<file path="config.mk">
export PLATFORM = sky130hd
export DESIGN_NAME = mem_port_arbiter
export DESIGN_NICKNAME = d
export VERILOG_FILES = /design/src/rtl/kanade32_mem_pkg.sv /design/src/rtl/mem_arb_starve_ctr.sv /design/src/rtl/mem_port_arbiter.sv
export SDC_FILE = /design/constraint.sdc
export NUM_CORES = 1
export LEC_CHECK = 0
export CELL_PAD_IN_SITES_DETAIL_PLACEMENT = 2
export CELL_PAD_IN_SITES_GLOBAL_PLACEMENT = 2
export CORE_MARGIN = 1.5
export CORE_UTILIZATION = 10
export CTS_CLUSTER_SIZE = 30
export DETAILED_ROUTE_END_ITERATION = 6
export HOLD_SLACK_MARGIN = 0.15
export PLACE_DENSITY_LB_ADDON = 0.1
export SLEW_MARGIN = 20
export SYNTH_ARGS = -nofsm -noshare
export SYNTH_HDL_FRONTEND = slang
export SYNTH_SLANG_ARGS = --single-unit
</file>
<file path="constraint.sdc">
create_clock -name clk -period 1.5 [get_ports clk]
set_input_delay 0.15 -clock clk [delete_from_list [all_inputs] [get_ports clk]]
set_output_delay 0.15 -clock clk [all_outputs]
set_load 0.02 [all_outputs]
</file>
<file path="src/rtl/kanade32_mem_pkg.sv">
// ----------------------------------------------------------------------------
// kanade32_mem_pkg
//   Shared definitions for the RAM port A arbiter slice: word-address width,
//   requester identifiers and arbiter FSM states.
// ----------------------------------------------------------------------------
package kanade32_mem_pkg;

    // RAM word address width (32-bit words, 4 GiB byte space)
    localparam int unsigned WADDR_W = 30;

    // Requester identity, also used as the read-data owner tag
    typedef enum logic [1:0] {
        REQ_NONE   = 2'd0,
        REQ_DATA   = 2'd1,
        REQ_FETCH  = 2'd2,
        REQ_LOADER = 2'd3
    } req_id_e;

    // Arbiter FSM states
    typedef enum logic {
        ARB_ST_ARB    = 1'b0,
        ARB_ST_LOCKED = 1'b1
    } arb_state_e;

endpackage : kanade32_mem_pkg

</file>
<file path="src/rtl/mem_arb_starve_ctr.sv">
// ----------------------------------------------------------------------------
// mem_arb_starve_ctr
//   Saturating starvation counter for the loader requester.
//   Ports:
//     clk, reset  clock and synchronous active-high reset
//     inc         count one more waiting cycle (saturates at LIMIT)
//     clr         clear the count (has priority over inc)
//     at_limit    count has reached LIMIT
// ----------------------------------------------------------------------------
module mem_arb_starve_ctr #(
    parameter int unsigned LIMIT = 8,
    parameter int unsigned CNT_W = 4
) (
    input  logic clk,
    input  logic reset,
    input  logic inc,
    input  logic clr,
    output logic at_limit
);

    localparam logic [CNT_W-1:0] LIMIT_C = CNT_W'(LIMIT);

    logic [CNT_W-1:0] cnt_q, cnt_d;

    always_comb begin
        cnt_d = cnt_q;
        if (clr) begin
            cnt_d = '0;
        end else if (inc && (cnt_q != LIMIT_C)) begin
            cnt_d = cnt_q + 1'b1;
        end
    end

    always_ff @(posedge clk) begin
        if (reset) begin
            cnt_q <= '0;
        end else begin
            cnt_q <= cnt_d;
        end
    end

    assign at_limit = (cnt_q == LIMIT_C);

endmodule : mem_arb_starve_ctr

</file>
<file path="src/rtl/mem_port_arbiter.sv">
// ----------------------------------------------------------------------------
// mem_port_arbiter
//   Shares port A of the single-port synchronous RAM between the data (MW)
//   requester, instruction fetch and the boot/debug loader. One grant per
//   cycle, combinational within the request cycle; the 1-cycle-latency read
//   data is tagged back to its owner with a one-cycle *_rvalid strobe.
//   Ports:
//     clk, reset                    clock, synchronous active-high reset
//     d_req/d_addr/d_we/d_byteen/d_wdata -> d_gnt, d_rvalid   data access
//     f_req/f_addr                  -> f_gnt, f_rvalid        fetch (read only)
//     l_req/l_lock/l_addr/l_we/l_byteen/l_wdata -> l_gnt, l_rvalid  loader
//     rdata                         shared read data (= ram_q)
//     ram_addr/ram_wren/ram_byteen/ram_wdata, ram_q   RAM port A
// ----------------------------------------------------------------------------
module mem_port_arbiter
    import kanade32_mem_pkg::*;
#(
    parameter int unsigned STARVE_LIMIT = 8,
    parameter int unsigned CNT_W        = 4
) (
    input  logic               clk,
    input  logic               reset,

    input  logic               d_req,
    input  logic [WADDR_W-1:0] d_addr,
    input  logic               d_we,
    input  logic [3:0]         d_byteen,
    input  logic [31:0]        d_wdata,
    output logic               d_gnt,
    output logic               d_rvalid,

    input  logic               f_req,
    input  logic [WADDR_W-1:0] f_addr,
    output logic               f_gnt,
    output logic               f_rvalid,

    input  logic               l_req,
    input  logic               l_lock,
    input  logic [WADDR_W-1:0] l_addr,
    input  logic               l_we,
    input  logic [3:0]         l_byteen,
    input  logic [31:0]        l_wdata,
    output logic               l_gnt,
    output logic               l_rvalid,

    output logic [31:0]        rdata,

    output logic [WADDR_W-1:0] ram_addr,
    output logic               ram_wren,
    output logic [3:0]         ram_byteen,
    output logic [31:0]        ram_wdata,
    input  logic [31:0]        ram_q
);

    arb_state_e state_q, state_d;
    req_id_e    owner_q, owner_d;
    req_id_e    win;
    logic       starve_at_limit;

    // ------------------------------------------------------------------
    // Winner selection. A loader that is locked or starved pre-empts
    // everyone; otherwise fixed priority data > fetch > loader.
    // Nothing is granted while reset is held.
    // ------------------------------------------------------------------
    always_comb begin
        win = REQ_NONE;
        if (!reset) begin
            if (l_req && ((state_q == ARB_ST_LOCKED) || starve_at_limit)) begin
                win = REQ_LOADER;
            end else if (d_req) begin
                win = REQ_DATA;
            end else if (f_req) begin
                win = REQ_FETCH;
            end else if (l_req) begin
                win = REQ_LOADER;
            end
        end
    end

    assign d_gnt = (win == REQ_DATA);
    assign f_gnt = (win == REQ_FETCH);
    assign l_gnt = (win == REQ_LOADER);

    // RAM port follows the winner; reads enable all bytes and drive zero data
    always_comb begin
        ram_addr   = '0;
        ram_wren   = 1'b0;
        ram_byteen = '0;
        ram_wdata  = '0;
        case (win)
            REQ_DATA: begin
                ram_addr   = d_addr;
                ram_wren   = d_we;
                ram_byteen = d_we ? d_byteen : '1;
                ram_wdata  = d_we ? d_wdata  : '0;
            end
            REQ_FETCH: begin
                ram_addr   = f_addr;
                ram_byteen = '1;
            end
            REQ_LOADER: begin
                ram_addr   = l_addr;
                ram_wren   = l_we;
                ram_byteen = l_we ? l_byteen : '1;
                ram_wdata  = l_we ? l_wdata  : '0;
            end
            default: ;
        endcase
    end

    // Next state / owner
    always_comb begin
        state_d = state_q;
        if (l_gnt) begin
            state_d = l_lock ? ARB_ST_LOCKED : ARB_ST_ARB;
        end else if (!l_req) begin
            state_d = ARB_ST_ARB;
        end

        owner_d = REQ_NONE;
        if ((win != REQ_NONE) && !ram_wren) begin
            owner_d = win;
        end
    end

    always_ff @(posedge clk) begin
        if (reset) begin
            state_q <= ARB_ST_ARB;
            owner_q <= REQ_NONE;
        end else begin
            state_q <= state_d;
            owner_q <= owner_d;
        end
    end

    mem_arb_starve_ctr #(
        .LIMIT (STARVE_LIMIT),
        .CNT_W (CNT_W)
    ) u_starve (
        .clk      (clk),
        .reset    (reset),
        .inc      (l_req && !l_gnt),
        .clr      (l_gnt || !l_req),
        .at_limit (starve_at_limit)
    );

    // Reset is synchronous, so owner_q still holds last cycle's tag during
    // the first reset cycle; gate the strobes so reset silences them at once.
    assign d_rvalid = (owner_q == REQ_DATA)   && !reset;
    assign f_rvalid = (owner_q == REQ_FETCH)  && !reset;
    assign l_rvalid = (owner_q == REQ_LOADER) && !reset;

    assign rdata = ram_q;

endmodule : mem_port_arbiter

</file>
# Yosys cells after proc, flatten, opt, wreduce, memory -nomap -nowiden
# Cells that the tools add are included.
[totals]
output_inout_bits = 105
wordCells = 46
reg_bits = 7
[op_classes]
n_reduce_logical = 16
n_mux = 16
bitwise_logic = 1
n_addsub = 1
eq_ne = 9
[op_table]
columns = ["cell", "n"]
rows = [
  ["$pmux 30 s3", 1],
  ["$mux 32", 2],
  ["$pmux 32 s2", 1],
  ["$pmux 4 s3", 1],
  ["$mux 2", 5],
  ["$eq 2x2->1 const B", 4],
  ["$mux 4", 2],
  ["$logic_and 1x1->1", 7],
  ["$add 4x1->4 const B", 1],
  ["$eq 2x1->1 const B", 2],
  ["$eq 4x4->1 const B", 1],
  ["$logic_not 1->1", 4],
  ["$ne 4x4->1 const B", 1],
  ["$reduce_or 2->1", 2],
  ["$mux 1", 3],
  ["$logic_or 1x1->1", 2],
  ["$ne 2x1->1 const B", 1],
  ["$pmux 1 s2", 1],
  ["$reduce_bool 2->1", 1],
  ["$not 1->1", 1],
]

# Logic depth before layout (Yosys ltp)
# Gate-level depths: netlist of the first run.
[logic_depth]
depth_word = 11
ltp_mapped = 7

# By module
# From an unflattened synthesis of the first run, not the netlist that was laid out.
[unflattened]
hier_cells = 337
area_unflattened_um2 = 2347.3
[by_module_without_submodules]
columns = ["mod", "n_inst", "area_per_inst_um2", "seq_area_each_um2", "cells_each"]
rows = [
  ["mem_port_arbiter", 1, 2123.3, 60.1, 312],
  ["mem_arb_starve_ctr", 1, 224.0, 80.1, 25],
]

# Least setup slack after synthesis of the first run
# Ideal clock, no wire load.
[synth_timing]
kind = "register -> output"
from = "register u_starve.cnt_q[0]"
to = "output port ram_addr[10]"
required_time_ns = 1.350
setup_slack_ns = -0.157
path_buffers = 1
path_stages_with_launch = 7
t_arrival_ns = 1.507
path_cell_list = "dfxtp_1 > inv_1 > ha_1 > nand4b_1 > nand2_1 > clkbuf_1 > o2bb2ai_1"
[synth_between]
elab_chain_len = 7
[synth_lines]
columns = ["item", "line", "text"]
rows = [
  ["start: declaration", "mem_arb_starve_ctr.sv:23", "logic [CNT_W-1:0] cnt_q, cnt_d;"],
  ["start signal: assignment", "mem_arb_starve_ctr.sv:38", "cnt_q <= cnt_d;"],
  ["$eq 4x4->1 (*)", "mem_arb_starve_ctr.sv:42", "assign at_limit = (cnt_q == LIMIT_C);"],
  ["$logic_or 1x1->1 (*)", "mem_port_arbiter.sv:68", "if (l_req && ((state_q == ARB_ST_LOCKED) || starve_at_limit)) begin"],
  ["$logic_and 1x1->1 (*)", "mem_port_arbiter.sv:68", ""],
  ["$mux 2 (*)", "mem_port_arbiter.sv:68", ""],
  ["$mux 2 (*)", "mem_port_arbiter.sv:67", "if (!reset) begin"],
  ["$eq 2x2->1 / $eq 2x1->1 (equally long branches)", "mem_port_arbiter.sv:90", "case (win)"],
  ["$pmux 30 s3 (*)", "mem_port_arbiter.sv:90", ""],
  ["end: declaration", "mem_port_arbiter.sv:48", "output logic [WADDR_W-1:0] ram_addr,"],
]
# Every way passes the cells marked *; elsewhere a longest branch is shown, timed or not.

# Worst setup path after layout of the first run
[layout_timing]
from = "register u_starve.cnt_q[1]"
to = "output port ram_addr[5]"
# Same word-level chain as after synthesis.

==> results of run 1 <==
[cell usage in the layout, fill, tap and decap left out, types with 2 or more instances in the layout]
| master | n |
|---|---|
| buf_8 | 2 |
| inv_2 | 3 |
| nor2_1 | 6 |
| nand2_1 | 3 |
| buf_16 | 4 |
| dfxtp_2 | 3 |
| buf_6 | 72 |
| o2bb2ai_2 | 5 |
| nor2_2 | 2 |
| dlygate4sd2_1 | 7 |
| nor3_2 | 2 |
| inv_1 | 3 |
| dfxtp_1 | 4 |
| a22oi_1 | 30 |
| o2bb2ai_4 | 25 |
| a22o_4 | 30 |
| a22o_1 | 2 |
| nor3b_1 | 2 |
| o22ai_1 | 3 |
| buf_12 | 12 |
| a2111oi_4 | 2 |
| buf_4 | 31 |
| clkbuf_16 | 5 |
| clkdlybuf4s50_1 | 165 |
| nand2b_1 | 4 |
[state kept, by name, indices dropped and copies added, names as in the netlist]
signal          count
owner_q             2
state_q             1
u_starve.cnt_q      4
[layer usage]
metal / share of wire, % / vias to the layer above
met5: 0 / -
met4: 1.6 / 0
met3: 6.8 / 19
met2: 57 / 121
met1: 34 / 1395
li1: - / 1305
[critical path, stage by stage (launching register included)]
cell	delay (ps)
dfxtp_2	320
inv_2	40
ha_4	170
nand4b_1	150
buf_4	140
buf_6	120
nand2_8	90
clkbuf_16	190
o2bb2ai_2	160
buf_6	140
[through the flow]
stage / setup slack, ps / util [%] / std cells / instance area, um^2 / setup TNS [ps]
floorplan: -34.0 / - / 210 / 2160 / -976
global placement: -884 / 29.1 / 657 / 4820 / -59400
detailed placement: -929 / 29.1 / 657 / 4820 / -61640
CTS: -425 / 32.0 / 675 / 5300 / -25940
global route: -500 / 34.8 / 678 / 5770 / -32710
finish: -419 / 34.8 / 679 / 5770 / -26790
[path summary, 6_finish.rpt]
check        slack, ps           endpoint               from
max reg2reg        -10         owner_q[1]  u_starve.cnt_q[1]
max               -420        ram_addr[5]  u_starve.cnt_q[1]
min                300          rdata[14]          ram_q[14]
min reg2reg        530  u_starve.cnt_q[0]  u_starve.cnt_q[0]
[power by group]
group          total, mW  internal, mW  switching (mW)
clock              0.462         0.354           0.108
combinational       1.50         0.895           0.609
sequential         0.198         0.194         0.00381
total               2.16          1.44           0.721
[cell type report]
type / instances / area (um^2)
fillers: 1789 / 10800
repair buffers: 296 / 3190
multi-input cells: 144 / 2050
well taps: 220 / 275
flip-flops and latches: 7 / 144
clock buffers: 4 / 78.8
inverters: 7 / 28.8
diodes: 1 / 2.50
[logic make-up after synthesis]
logic type               Yosys count
XOR/XNOR                           1
flip-flops                         7
buffers and inverters             59
AO/OA/AOI/OAI                    107
adder cells (fa/ha/maj)            2
AND/OR/NAND/NOR                   34
[timing repair]
action,CTS,global route
hold endpoints to repair,0,0
endpoints found under the setup margin,77,76
pin swaps,7,32
cloned,7,2
buffers inserted,7,5
gates resized for setup,435,69
==> results.py, run 1 <==
metrics = {
    "timing": {
        "final.min_clock_period_ps": 1920,
        "finalSetupViolations": 71,
        "layout_setup_ws_ps": -419,
        "fmax_ghz": 0.521,
        "rsz0062_at_grt": "yes",
        "period_share_pct": 128,
        "drv_slew": 0,
        "hold_viol": 0,
        "fin_skew_ps": 0.363,
        "maxSlewHeadroom_pct": 74.2,
        "holdWs_ps": 300,
        "worst_pin_slew_ps": 386,
    },
    "detailed_routing": {
        "wire_per_inst_um": 19.7,
        "num_vias": 2840,
        "drc": 0,
        "first_pass_iters": 2,
        "wl_um": 13400,
        "drtIter0Drc": 43,
        "antenna_left": 0,
        "vias_per_cell": 4.18,
    },
    "synthesis": {
        "synth_seq_area_share_pct": 8.27,
        "netlist_area_mm2": 0.00170,
        "synth_area_per_cell_um2": 8.07,
        "yosysUniqueCellTypes": 37,
        "yosysMostFrequentCell": "buf_4",
        "synth_cells": 210,
        "syn_nets": 414,
        "synth_top_family_by_area": "compound AO/OA/AOI/OAI gates",
        "synth_xor_area_share_pct": 0.517,
        "yosysTopAreaCell": "a22o_1",
        "synth.area.top_cells": "a22o_1, buf_4, o2bb2ai_1",
        "synth-seq-cells": 7,
        "synth_top_area_share_pct": 16.5,
        "ys_top_cells_by_count": "buf_4, a22o_1, a22oi_1, o2bb2ai_1, nor2_1",
        "yosys_warnings": 0,
        "synth-adder-area-share_pct": 1.48,
        "synthMuxAreaShare_pct": 0,
        "synth_ff_type": "dfxtp_1",
        "synth_compound_area_share_pct": 52.7,
        "synth_edf_count": 0,
        "async_reset_ff_share_pct": 0,
        "yosys.area_share.simple_pct": 12.0,
    },
    "cts": {
        "cts_buffers": 3,
        "insertion_delay_ps": 230,
        "htree_num_levels": 1,
        "clkTransAtPathRegs_ps": 40,
        "cts_tree": "done",
        "cts_root_buf": "clkbuf_16",
        "clockBufferDepth": 2,
        "clock_sink_count": 7,
        "postCtsHoldBufs": 0,
    },
    "setup_path": {
        "critPathArrivalTime_ps": 1770,
        "cp_data_required_time_ps": 1350,
        "critPathKind": "flop to output port",
        "endpoint_kind": "output port",
        "cp_max_fo": 7,
        "critPathLaunchType": "flop",
        "reg2reg_depth": 8,
    },
    "global_route": {
        "grt_pass1_wl_um": 19100,
        "grt_busiest_layer": "met2",
        "grt_use_met1_pct": 13.6,
        "gr-usage-met2_pct": 28.5,
        "antenna_found_initial": 1,
        "gr-usage-all-layers_pct": 13.9,
        "met3_usage_pct": 3.65,
        "grt_start_max_net_pins": 31,
        "overflow": 0,
        "grt_pass1_vias": 3202,
    },
    "floorplan": {
        "pin_count": 307,
        "die_h_um": 133,
        "dieArea_mm2": 0.0177,
        "rows": 47,
        "start_util_pct": 10.2,
        "die_w_um": 133,
        "core_mm2": 0.0166,
    },
    "run_status": {
        "status": "finished with violations",
        "violations": "setup timing",
    },
    "power": {
        "cellPowerDensity_mw_per_mm2": 375,
        "peakVddDrop_mv": 0.224,
        "leakagePower_nw": 2.28,
        "finalPower_mw": 2.16,
    },
    "worst_hold_path": {
        "whs_path_depth": 0,
        "min_path_type": "input port to output port",
    },
    "job": {
        "max-cap-violations": 0,
    },
    "final_layout": {
        "drive_above_1_share_pct": 47.6,
        "final_nets": 663,
        "syn2layout_area_growth_pct": 241,
    },
    "placement": {
        "gp_congestion": 0.720,
        "port_buffers": 242,
        "hpwlAfterDp_um": 10500,
    },
}
Note: power is estimated with default switching activity, not from simulation.
==> run 2: changes to the inputs <==
--- a/config.mk
+++ b/config.mk
@@ -5,10 +5,12 @@
 export SDC_FILE = /design/constraint.sdc
 export NUM_CORES = 1
 export LEC_CHECK = 0
+export CAP_MARGIN = 20
 export CELL_PAD_IN_SITES_DETAIL_PLACEMENT = 2
 export CELL_PAD_IN_SITES_GLOBAL_PLACEMENT = 2
 export CORE_MARGIN = 1.5
 export CORE_UTILIZATION = 10
+export CTS_CLUSTER_DIAMETER = 150
 export CTS_CLUSTER_SIZE = 30
 export DETAILED_ROUTE_END_ITERATION = 6
 export HOLD_SLACK_MARGIN = 0.15
==> results of run 2 <==
Final layout, timing and power as in run 1 (identical DEF).
